File: config.mk
export PLATFORM = sky130hd
export DESIGN_NAME = multicycle_ctrl_flat
export DESIGN_NICKNAME = d
export VERILOG_FILES = /design/src/rtl/ctrl_pkg.sv /design/src/rtl/multicycle_ctrl_if.sv /design/src/rtl/multicycle_ctrl_alu_decoder.sv /design/src/rtl/multicycle_ctrl.sv /design/src/flat_wrapper.sv
export SDC_FILE = /design/constraint.sdc
export NUM_CORES = 1
export LEC_CHECK = 0
export CELL_PAD_IN_SITES_DETAIL_PLACEMENT = 0
export CELL_PAD_IN_SITES_GLOBAL_PLACEMENT = 1
export CORE_ASPECT_RATIO = 0.7
export CORE_MARGIN = 2
export CORE_UTILIZATION = 37
export DETAILED_ROUTE_END_ITERATION = 8
export HOLD_SLACK_MARGIN = 0.05
export PLACE_DENSITY = 0.82
export SLEW_MARGIN = 20
export SYNTH_ARGS = -nofsm -noshare
export SYNTH_HDL_FRONTEND = slang
export SYNTH_SLANG_ARGS = --single-unit
File: constraint.sdc
create_clock -name clk -period 3.1 [get_ports clk]
set_input_delay 0.62 -clock clk [delete_from_list [all_inputs] [get_ports clk]]
set_output_delay 0.62 -clock clk [all_outputs]
set_load 0.03 [all_outputs]
File: src/rtl/ctrl_pkg.sv
// Shared types and encodings for the RV32I multi-cycle control unit.
// The immediate, ALU and mux encodings here must match the datapath decoders.
package ctrl_pkg;

    typedef enum logic [3:0] {
        S_FETCH,
        S_DECODE,
        S_MEMADR,
        S_MEMREAD,
        S_MEMWB,
        S_MEMWRITE,
        S_EXECR,
        S_EXECI,
        S_ALUWB,
        S_BRANCH,
        S_JAL,
        S_JALR1,
        S_JALR2,
        S_LUI
    } state_t;

    localparam state_t RESET_STATE = S_FETCH;

    localparam logic [6:0] OP_LOAD   = 7'b0000011;
    localparam logic [6:0] OP_STORE  = 7'b0100011;
    localparam logic [6:0] OP_RTYPE  = 7'b0110011;
    localparam logic [6:0] OP_ITYPE  = 7'b0010011;
    localparam logic [6:0] OP_BRANCH = 7'b1100011;
    localparam logic [6:0] OP_JAL    = 7'b1101111;
    localparam logic [6:0] OP_JALR   = 7'b1100111;
    localparam logic [6:0] OP_LUI    = 7'b0110111;

    typedef enum logic [2:0] {
        IMM_I = 3'b000,
        IMM_S = 3'b001,
        IMM_B = 3'b010,
        IMM_J = 3'b011,
        IMM_U = 3'b100
    } imm_src_e;

    typedef enum logic [2:0] {
        ALU_ADD = 3'b000,
        ALU_SUB = 3'b001,
        ALU_AND = 3'b010,
        ALU_OR  = 3'b011,
        ALU_XOR = 3'b100,
        ALU_SLT = 3'b101
    } alu_ctrl_e;

    typedef enum logic [1:0] {
        RES_ALUOUT = 2'b00,
        RES_DATA   = 2'b01,
        RES_ALU    = 2'b10,
        RES_PC     = 2'b11
    } result_src_e;

    typedef enum logic [1:0] {
        SRCA_PC    = 2'b00,
        SRCA_OLDPC = 2'b01,
        SRCA_RS1   = 2'b10
    } alu_src_a_e;

    typedef enum logic [1:0] {
        SRCB_RS2  = 2'b00,
        SRCB_IMM  = 2'b01,
        SRCB_FOUR = 2'b10
    } alu_src_b_e;

    // ALU operation class handed to the ALU decoder.
    typedef enum logic [1:0] {
        ALUOP_ADD   = 2'b00,
        ALUOP_SUB   = 2'b01,
        ALUOP_FUNCT = 2'b10
    } alu_op_e;

    // Per-state Moore outputs plus the qualifiers for the few
    // outputs that also depend on live inputs.
    typedef struct packed {
        logic        adr_src;
        logic        mem_write;
        logic        reg_write;
        logic        pc_write;
        logic        fetch;
        logic        branch;
        result_src_e result_src;
        alu_src_a_e  alu_src_a;
        alu_src_b_e  alu_src_b;
        imm_src_e    imm_src;
        alu_op_e     alu_op;
        logic        is_rtype;
    } ctrl_out_t;

    function automatic logic is_legal_op(input logic [6:0] op);
        case (op)
            OP_LOAD, OP_STORE, OP_RTYPE, OP_ITYPE,
            OP_BRANCH, OP_JAL, OP_JALR, OP_LUI: is_legal_op = 1'b1;
            default:                            is_legal_op = 1'b0;
        endcase
    endfunction

    // op only matters in MEMADR, where it selects S vs I immediates.
    function automatic ctrl_out_t state_outputs(input state_t s, input logic [6:0] op);
        ctrl_out_t o;
        o = '0;
        case (s)
            S_FETCH: begin
                o.fetch      = 1'b1;
                o.result_src = RES_ALU;
                o.alu_src_b  = SRCB_FOUR;
            end
            S_DECODE: begin
                o.alu_src_a = SRCA_OLDPC;
                o.alu_src_b = SRCB_IMM;
                o.imm_src   = IMM_B;
            end
            S_MEMADR: begin
                o.alu_src_a = SRCA_RS1;
                o.alu_src_b = SRCB_IMM;
                o.imm_src   = (op == OP_STORE) ? IMM_S : IMM_I;
            end
            S_MEMREAD: o.adr_src = 1'b1;
            S_MEMWB: begin
                o.result_src = RES_DATA;
                o.reg_write  = 1'b1;
            end
            S_MEMWRITE: begin
                o.adr_src   = 1'b1;
                o.mem_write = 1'b1;
            end
            S_EXECR: begin
                o.alu_src_a = SRCA_RS1;
                o.alu_src_b = SRCB_RS2;
                o.alu_op    = ALUOP_FUNCT;
                o.is_rtype  = 1'b1;
            end
            S_EXECI: begin
                o.alu_src_a = SRCA_RS1;
                o.alu_src_b = SRCB_IMM;
                o.imm_src   = IMM_I;
                o.alu_op    = ALUOP_FUNCT;
            end
            S_ALUWB: o.reg_write = 1'b1;
            S_BRANCH: begin
                o.alu_src_a = SRCA_RS1;
                o.alu_src_b = SRCB_RS2;
                o.alu_op    = ALUOP_SUB;
                o.branch    = 1'b1;
            end
            S_JAL: begin
                o.pc_write  = 1'b1;
                o.alu_src_a = SRCA_OLDPC;
                o.alu_src_b = SRCB_FOUR;
                o.imm_src   = IMM_J;
            end
            S_JALR1: begin
                o.result_src = RES_PC;
                o.reg_write  = 1'b1;
                o.alu_src_a  = SRCA_RS1;
                o.alu_src_b  = SRCB_IMM;
                o.imm_src    = IMM_I;
            end
            S_JALR2: o.pc_write = 1'b1;
            S_LUI: begin
                o.imm_src   = IMM_U;
                o.alu_src_a = SRCA_RS1;
                o.alu_src_b = SRCB_IMM;
            end
            default: ;
        endcase
        return o;
    endfunction

endpackage

File: src/rtl/multicycle_ctrl_if.sv
// Controller <-> datapath bundle: instruction fields and flags in, selects and enables out.
// state is a debug view of the FSM for the datapath/trace side.
interface multicycle_ctrl_if;
    import ctrl_pkg::*;

    logic [6:0] op;
    logic [2:0] funct3;
    logic       funct7b5;
    logic       zero;
    logic       neg;
    logic       mem_ready;

    logic       pc_write;
    logic       adr_src;
    logic       mem_write;
    logic       ir_write;
    logic [1:0] result_src;
    logic [1:0] alu_src_a;
    logic [1:0] alu_src_b;
    logic [2:0] alu_control;
    logic [2:0] imm_src;
    logic       reg_write;
    logic       illegal;
    state_t     state;

    modport master (
        input  op, funct3, funct7b5, zero, neg, mem_ready,
        output pc_write, adr_src, mem_write, ir_write, result_src,
               alu_src_a, alu_src_b, alu_control, imm_src, reg_write,
               illegal, state
    );

    modport slave (
        output op, funct3, funct7b5, zero, neg, mem_ready,
        input  pc_write, adr_src, mem_write, ir_write, result_src,
               alu_src_a, alu_src_b, alu_control, imm_src, reg_write,
               illegal, state
    );
endinterface

File: src/rtl/multicycle_ctrl_alu_decoder.sv
// Combinational ALU decoder: maps the controller's ALU op class and the
// instruction funct fields onto the datapath ALU control code.
module alu_decoder
    import ctrl_pkg::*;
(
    input  logic [1:0] alu_op,
    input  logic [2:0] funct3,
    input  logic       funct7b5,
    input  logic       is_rtype,
    output logic [2:0] alu_control
);

    always_comb begin
        // NOTE: every path assigns alu_control via this default, so no latch is inferred.
        alu_control = ALU_ADD;
        case (alu_op)
            ALUOP_SUB:   alu_control = ALU_SUB;
            ALUOP_FUNCT: begin
                case (funct3)
                    3'b000:  alu_control = (is_rtype && funct7b5) ? ALU_SUB : ALU_ADD;
                    3'b111:  alu_control = ALU_AND;
                    3'b110:  alu_control = ALU_OR;
                    3'b100:  alu_control = ALU_XOR;
                    3'b010:  alu_control = ALU_SLT;
                    default: alu_control = ALU_ADD;
                endcase
            end
            default:     alu_control = ALU_ADD;
        endcase
    end

endmodule

File: src/rtl/multicycle_ctrl.sv
// Main control FSM of the RV32I multi-cycle core. Moore outputs are registered
// alongside the state; pc_write/ir_write/illegal/alu_control also see live inputs.
module multicycle_ctrl
    import ctrl_pkg::*;
(
    input  logic              clk,
    input  logic              rst_n,
    multicycle_ctrl_if.master bus
);

    state_t     state_q, state_d;
    ctrl_out_t  out_q, out_d;
    logic       taken;
    logic [2:0] alu_control;

    always_comb begin
        state_d = state_q;
        case (state_q)
            S_FETCH:    if (bus.mem_ready) state_d = S_DECODE;
            S_DECODE: begin
                case (bus.op)
                    OP_LOAD, OP_STORE: state_d = S_MEMADR;
                    OP_RTYPE:          state_d = S_EXECR;
                    OP_ITYPE:          state_d = S_EXECI;
                    OP_BRANCH:         state_d = S_BRANCH;
                    OP_JAL:            state_d = S_JAL;
                    OP_JALR:           state_d = S_JALR1;
                    OP_LUI:            state_d = S_LUI;
                    default:           state_d = S_FETCH;
                endcase
            end
            S_MEMADR:   state_d = (bus.op == OP_STORE) ? S_MEMWRITE : S_MEMREAD;
            S_MEMREAD:  if (bus.mem_ready) state_d = S_MEMWB;
            S_MEMWB:    state_d = S_FETCH;
            S_MEMWRITE: if (bus.mem_ready) state_d = S_FETCH;
            S_EXECR,
            S_EXECI,
            S_JAL,
            S_LUI:      state_d = S_ALUWB;
            S_ALUWB:    state_d = S_FETCH;
            S_BRANCH:   state_d = S_FETCH;
            S_JALR1:    state_d = S_JALR2;
            S_JALR2:    state_d = S_FETCH;
            default:    state_d = S_FETCH;
        endcase
        out_d = state_outputs(state_d, bus.op);
    end

    // NOTE: state and registered outputs use non-blocking assignments so every
    // flop samples the pre-edge values regardless of statement order.
    always_ff @(posedge clk) begin
        if (!rst_n) begin
            state_q <= RESET_STATE;
            out_q   <= state_outputs(RESET_STATE, bus.op);
        end else begin
            state_q <= state_d;
            out_q   <= out_d;
        end
    end

    always_comb begin
        case (bus.funct3)
            3'b000:  taken = bus.zero;
            3'b001:  taken = !bus.zero;
            3'b100:  taken = bus.neg;
            3'b101:  taken = !bus.neg;
            default: taken = 1'b0;
        endcase
    end

    alu_decoder u_alu_decoder (
        .alu_op      (out_q.alu_op),
        .funct3      (bus.funct3),
        .funct7b5    (bus.funct7b5),
        .is_rtype    (out_q.is_rtype),
        .alu_control (alu_control)
    );

    // Reset masks every output combinationally, including the cycle reset is first seen.
    assign bus.pc_write    = rst_n & (out_q.pc_write
                                      | (out_q.fetch  & bus.mem_ready)
                                      | (out_q.branch & taken));
    assign bus.ir_write    = rst_n & out_q.fetch & bus.mem_ready;
    assign bus.adr_src     = rst_n & out_q.adr_src;
    assign bus.mem_write   = rst_n & out_q.mem_write;
    assign bus.reg_write   = rst_n & out_q.reg_write;
    assign bus.illegal     = rst_n & (state_q == S_DECODE) & !is_legal_op(bus.op);
    assign bus.result_src  = {2{rst_n}} & out_q.result_src;
    assign bus.alu_src_a   = {2{rst_n}} & out_q.alu_src_a;
    assign bus.alu_src_b   = {2{rst_n}} & out_q.alu_src_b;
    assign bus.imm_src     = {3{rst_n}} & out_q.imm_src;
    assign bus.alu_control = {3{rst_n}} & alu_control;
    assign bus.state       = state_q;

endmodule

File: src/flat_wrapper.sv
// flat-port wrapper written by rule: the top's interface ports become plain ports
module multicycle_ctrl_flat import ctrl_pkg::*;
  (clk, rst_n, bus_op, bus_funct3, bus_funct7b5, bus_zero, bus_neg, bus_mem_ready, bus_pc_write, bus_adr_src, bus_mem_write, bus_ir_write, bus_result_src, bus_alu_src_a, bus_alu_src_b, bus_alu_control, bus_imm_src, bus_reg_write, bus_illegal, bus_state);
  multicycle_ctrl_if bus_i ();
  input  logic clk;
  input  logic rst_n;
  input wire logic [$bits(bus_i.op)-1:0] bus_op;
  input wire logic [$bits(bus_i.funct3)-1:0] bus_funct3;
  input wire logic [$bits(bus_i.funct7b5)-1:0] bus_funct7b5;
  input wire logic [$bits(bus_i.zero)-1:0] bus_zero;
  input wire logic [$bits(bus_i.neg)-1:0] bus_neg;
  input wire logic [$bits(bus_i.mem_ready)-1:0] bus_mem_ready;
  output wire logic [$bits(bus_i.pc_write)-1:0] bus_pc_write;
  output wire logic [$bits(bus_i.adr_src)-1:0] bus_adr_src;
  output wire logic [$bits(bus_i.mem_write)-1:0] bus_mem_write;
  output wire logic [$bits(bus_i.ir_write)-1:0] bus_ir_write;
  output wire logic [$bits(bus_i.result_src)-1:0] bus_result_src;
  output wire logic [$bits(bus_i.alu_src_a)-1:0] bus_alu_src_a;
  output wire logic [$bits(bus_i.alu_src_b)-1:0] bus_alu_src_b;
  output wire logic [$bits(bus_i.alu_control)-1:0] bus_alu_control;
  output wire logic [$bits(bus_i.imm_src)-1:0] bus_imm_src;
  output wire logic [$bits(bus_i.reg_write)-1:0] bus_reg_write;
  output wire logic [$bits(bus_i.illegal)-1:0] bus_illegal;
  output wire logic [$bits(bus_i.state)-1:0] bus_state;
  assign bus_i.op = bus_op;
  assign bus_i.funct3 = bus_funct3;
  assign bus_i.funct7b5 = bus_funct7b5;
  assign bus_i.zero = bus_zero;
  assign bus_i.neg = bus_neg;
  assign bus_i.mem_ready = bus_mem_ready;
  assign bus_pc_write = bus_i.pc_write;
  assign bus_adr_src = bus_i.adr_src;
  assign bus_mem_write = bus_i.mem_write;
  assign bus_ir_write = bus_i.ir_write;
  assign bus_result_src = bus_i.result_src;
  assign bus_alu_src_a = bus_i.alu_src_a;
  assign bus_alu_src_b = bus_i.alu_src_b;
  assign bus_alu_control = bus_i.alu_control;
  assign bus_imm_src = bus_i.imm_src;
  assign bus_reg_write = bus_i.reg_write;
  assign bus_illegal = bus_i.illegal;
  assign bus_state = bus_i.state;
  multicycle_ctrl u_core (.clk(clk), .rst_n(rst_n), .bus(bus_i));
endmodule
==> run summary <==
The clock arrives with 0.00141 ns of skew. The path type of the worst min-delay path is register to register. The data arrival time of the critical path came out at 2.18 ns. The worst setup path is of the primary input to primary output kind. Measured in cells, the most critical reg-to-reg path has a length of 6. The placer's final routability congestion estimate came out at 0.846. Along the worst path, the maximum fanout reaches 14. The repair_antennas step left the layout with diodes totalling 0. The number of hold buffers added after CTS was 0. The run gives 1330 sq um as the post-synthesis cell area. At the end of the flow, the number of nets in the layout was 213.

The die is 54.1 microns tall. Total power for the finished layout comes to 0.000570 W. The half-perimeter wire length after placement was 2340 microns. In the final layout, the share of cells above drive strength 1 is 10.8%. In the final routed layout, each cell accounts on average for 12.4 microns. The tools report the count of synthesis-stage warnings from yosys as 0. For the gate count after technology mapping, the log shows 160.

The tools report the clock tree root buffer cell as clkbuf_8. After global routing the overflow that remains totals 0. Global routing consumed, over all layers together, 16.5% of the routing resources. The number of buffers on the longest clock path is 2, and the count of buffers inserted at the top-level ports is 37. Counting flops with an async set or reset pin after synthesis yields a share of 0%.

The tools report the number of setup violations in the final report as 0. In this run the static leakage power is 0.643 nW. Dividing the detail-routed via count by the number of cells gives 5.03. The tools report the via count of the first global-routing pass as 1152. At the later pin of the worst-skew pair, clock insertion delay measures 0.26 ns.

The run gives 1340 microns as the sum of met2 wire segment lengths after detailed routing. The fraction of the cycle the final worst path needs is 90.3%. For the finished layout, the period the worst path requires is 2.80 ns. In this run, post-CTS repair resized a total of 0 instances. The kind of end point of the critical path is a primary output.

The register bit total from synthesis came out at 21. Critical path launch point type: a primary input. For this configuration, the core starts out at a cell density of 38.1%. The most critical setup path has its endpoint at bus_adr_src.

Number of antenna violations at the first check in global routing: 0. For this block, wires on met1 add up to 1520 microns. Measured along the x axis, the die boundary spans 75.6 microns. Once detail routing completed, the nets flagged for antenna violations numbered 0. Post-CTS timing repair inserted 0 buffers for setup.

TritonCTS created 3 clock buffers. For this design the ratio of total power to cell area is 322 nW/um^2. STA puts the critical path data required time at 2.48 ns. The run gives 0 as the number of hold violations in the final report. Wire segments on met3 add up to 128 microns in the final route. The final route contains 1227 vias. The worst pin sits at a relative slew slack of 69.2%. Counting distinct cell types in the post-synthesis netlist gives 50. Uppermost metal layer occupied by signal nets: met4.

The core footprint is 3490 sq um, and the sequential fraction of the synthesis area is 31.6%. The maximum achievable frequency was 357 MHz. The tools report the source of the critical timing path as rst_n. Setup slack on the worst flop-to-flop path: 1.01 ns. The dominant synthesized flop cell is dfxtp_1.

TritonCTS built the clock tree. The first global-routing pass estimated 5100 microns of wire. VDD sags by at most 0.000179 V.

The run finished with clean final reports. At the pin with the least slew margin, the transition time is 0.461 ns. The relative area change from synthesis to final layout was 33.1%. The synthesized design devotes to its leading area cell type 31.6% of total area. The number of clock sinks was 21; the average cell area after synthesis was 8.30 sq um. Entering global routing, the biggest net connects 18 pins. Total count of max-transition violations in the final report: 0. Of all cell types, the one taking the most synthesized area is dfxtp_1. The tools report the max capacitance violation total as 0.

The post-CTS clock slew at the launch and capture registers of the worst setup and hold paths works out to 0.07 ns. The tools report the number of top-level pins as 38. Setup repair after global routing left no endpoint under its margin. For the wire length after detailed routing, the log shows 3020 microns. In the post-synthesis netlist, the biggest area contributors are dfxtp_1, and2_1, nand2b_1. The endpoint identified for the worst register-to-register timing path is u_core.out_q[13].

The tools report the setup TNS as 0 ns. Post-route DRC violation count: 0. The critical register-to-register path startpoint is u_core.bus.state[1].

The number of flops mapped to enable cells by yosys is 0, and the number of nets in the synthesized netlist is 178. The logs give 18 for the standard-cell row count and 4 for the length of the first detailed-routing pass in iterations. For this block, the initial DRC count from the detailed router was 33. The maximum level of the CTS H-tree is 1, and the area of the die is 4090 sq um.
per-layer routing:
metal	global-route usage [%]	vias to the layer above
met4	2.92	0
met5	0	-
met2	26.8	25
met1	21.9	573
met3	4.87	5
li1	-	624
cell usage after synthesis (2+ instances only):
library cell	count
xor2_1	2
nand2_1	12
o21ai_1	4
dfxtp_1	21
mux2i_1	3
nor4b_2	2
clkbuf_1	4
nand4b_1	3
o21ai_0	3
inv_1	5
or3_1	2
nand4_1	2
buf_2	5
nor2b_1	6
xnor2_1	3
and3b_1	3
nor2_1	9
nand2b_1	9
nor3_1	2
ha_1	2
a31oi_1	2
a21oi_1	7
or2_1	2
a21boi_1	4
nor4b_1	3
and2_1	14
and3_1	3
where the power goes:
group          internal, W  switching [W]
Combinational    0.0000544      0.0000552
Clock            0.0000896      0.0000898
Sequential        0.000276     0.00000461
layout make-up:
type | count | area, sq um
fill | 328 | 1720
multi-input combinational | 122 | 827
sequential | 21 | 420
timing repair buffer | 42 | 393
tap | 50 | 62.6
clock buffer | 3 | 41.3
inverter | 5 | 18.8
clock inverter | 1 | 5.00
state kept, by name, summed over array words and instances (netlist names):
signal / cells
u_core.out_q: 17
u_core.bus.state: 4
critical path, cell delays in order:
cell	delay (ns)
clkdlybuf4s50_1	0.70
and2_1	0.19
clkdlybuf4s50_1	0.66
cell families (layout without fill, tap and decap cells):
group	count (synthesis)	after routing	share of synthesized area (%)
AND/OR/NAND/NOR	77	77	35.2
AO/OA/AOI/OAI	34	34	18.7
flip-flops	21	21	31.6
buffers and inverters	17	51	6.12
XOR/XNOR	5	5	3.30
multiplexers	4	4	3.11
adder cells (fa/ha/maj)	2	2	1.88
worst min-delay path by stage:
stage / startpoint / to / slack [ns] / cells after the start
after floorplan: u_core.bus.state[3] / u_core.out_q[14] / 0.78 / 3
after global placement: u_core.bus.state[1] / u_core.out_q[14] / 0.66 / 2
after detailed placement: u_core.bus.state[3] / u_core.out_q[14] / 0.67 / 2
after CTS: u_core.bus.state[0] / u_core.out_q[14] / 0.69 / 2
after global routing: u_core.bus.state[3] / u_core.out_q[14] / 0.74 / 2
final: u_core.bus.state[0] / u_core.out_q[14] / 0.68 / 2
layout by cell type (no fill, tap or decap), types with 4 or more instances in the layout:
cell / count
a21oi_1: 7
and2_1: 14
nand2b_1: 9
o21ai_1: 4
inv_1: 5
dfxtp_1: 21
a21boi_1: 4
nor2b_1: 6
nor2_1: 9
nand2_1: 12
clkdlybuf4s50_1: 31
buf_4: 11
metrics by stage:
step / util [%] / cells / setup WS, ns / area, sq um / hold WS [ns]
global route: 50.6 / 244 / 0.195 / 1770 / 0.741
floorplan: - / 160 / 0.598 / 1330 / 0.781
detailed placement: 49.3 / 240 / 0.0989 / 1720 / 0.671
global placement: 49.3 / 240 / 0.251 / 1720 / 0.656
CTS: 50.6 / 244 / 0.263 / 1770 / 0.688
finish: 50.6 / 244 / 0.300 / 1770 / 0.684
Note: power is estimated with default switching activity, not from simulation.
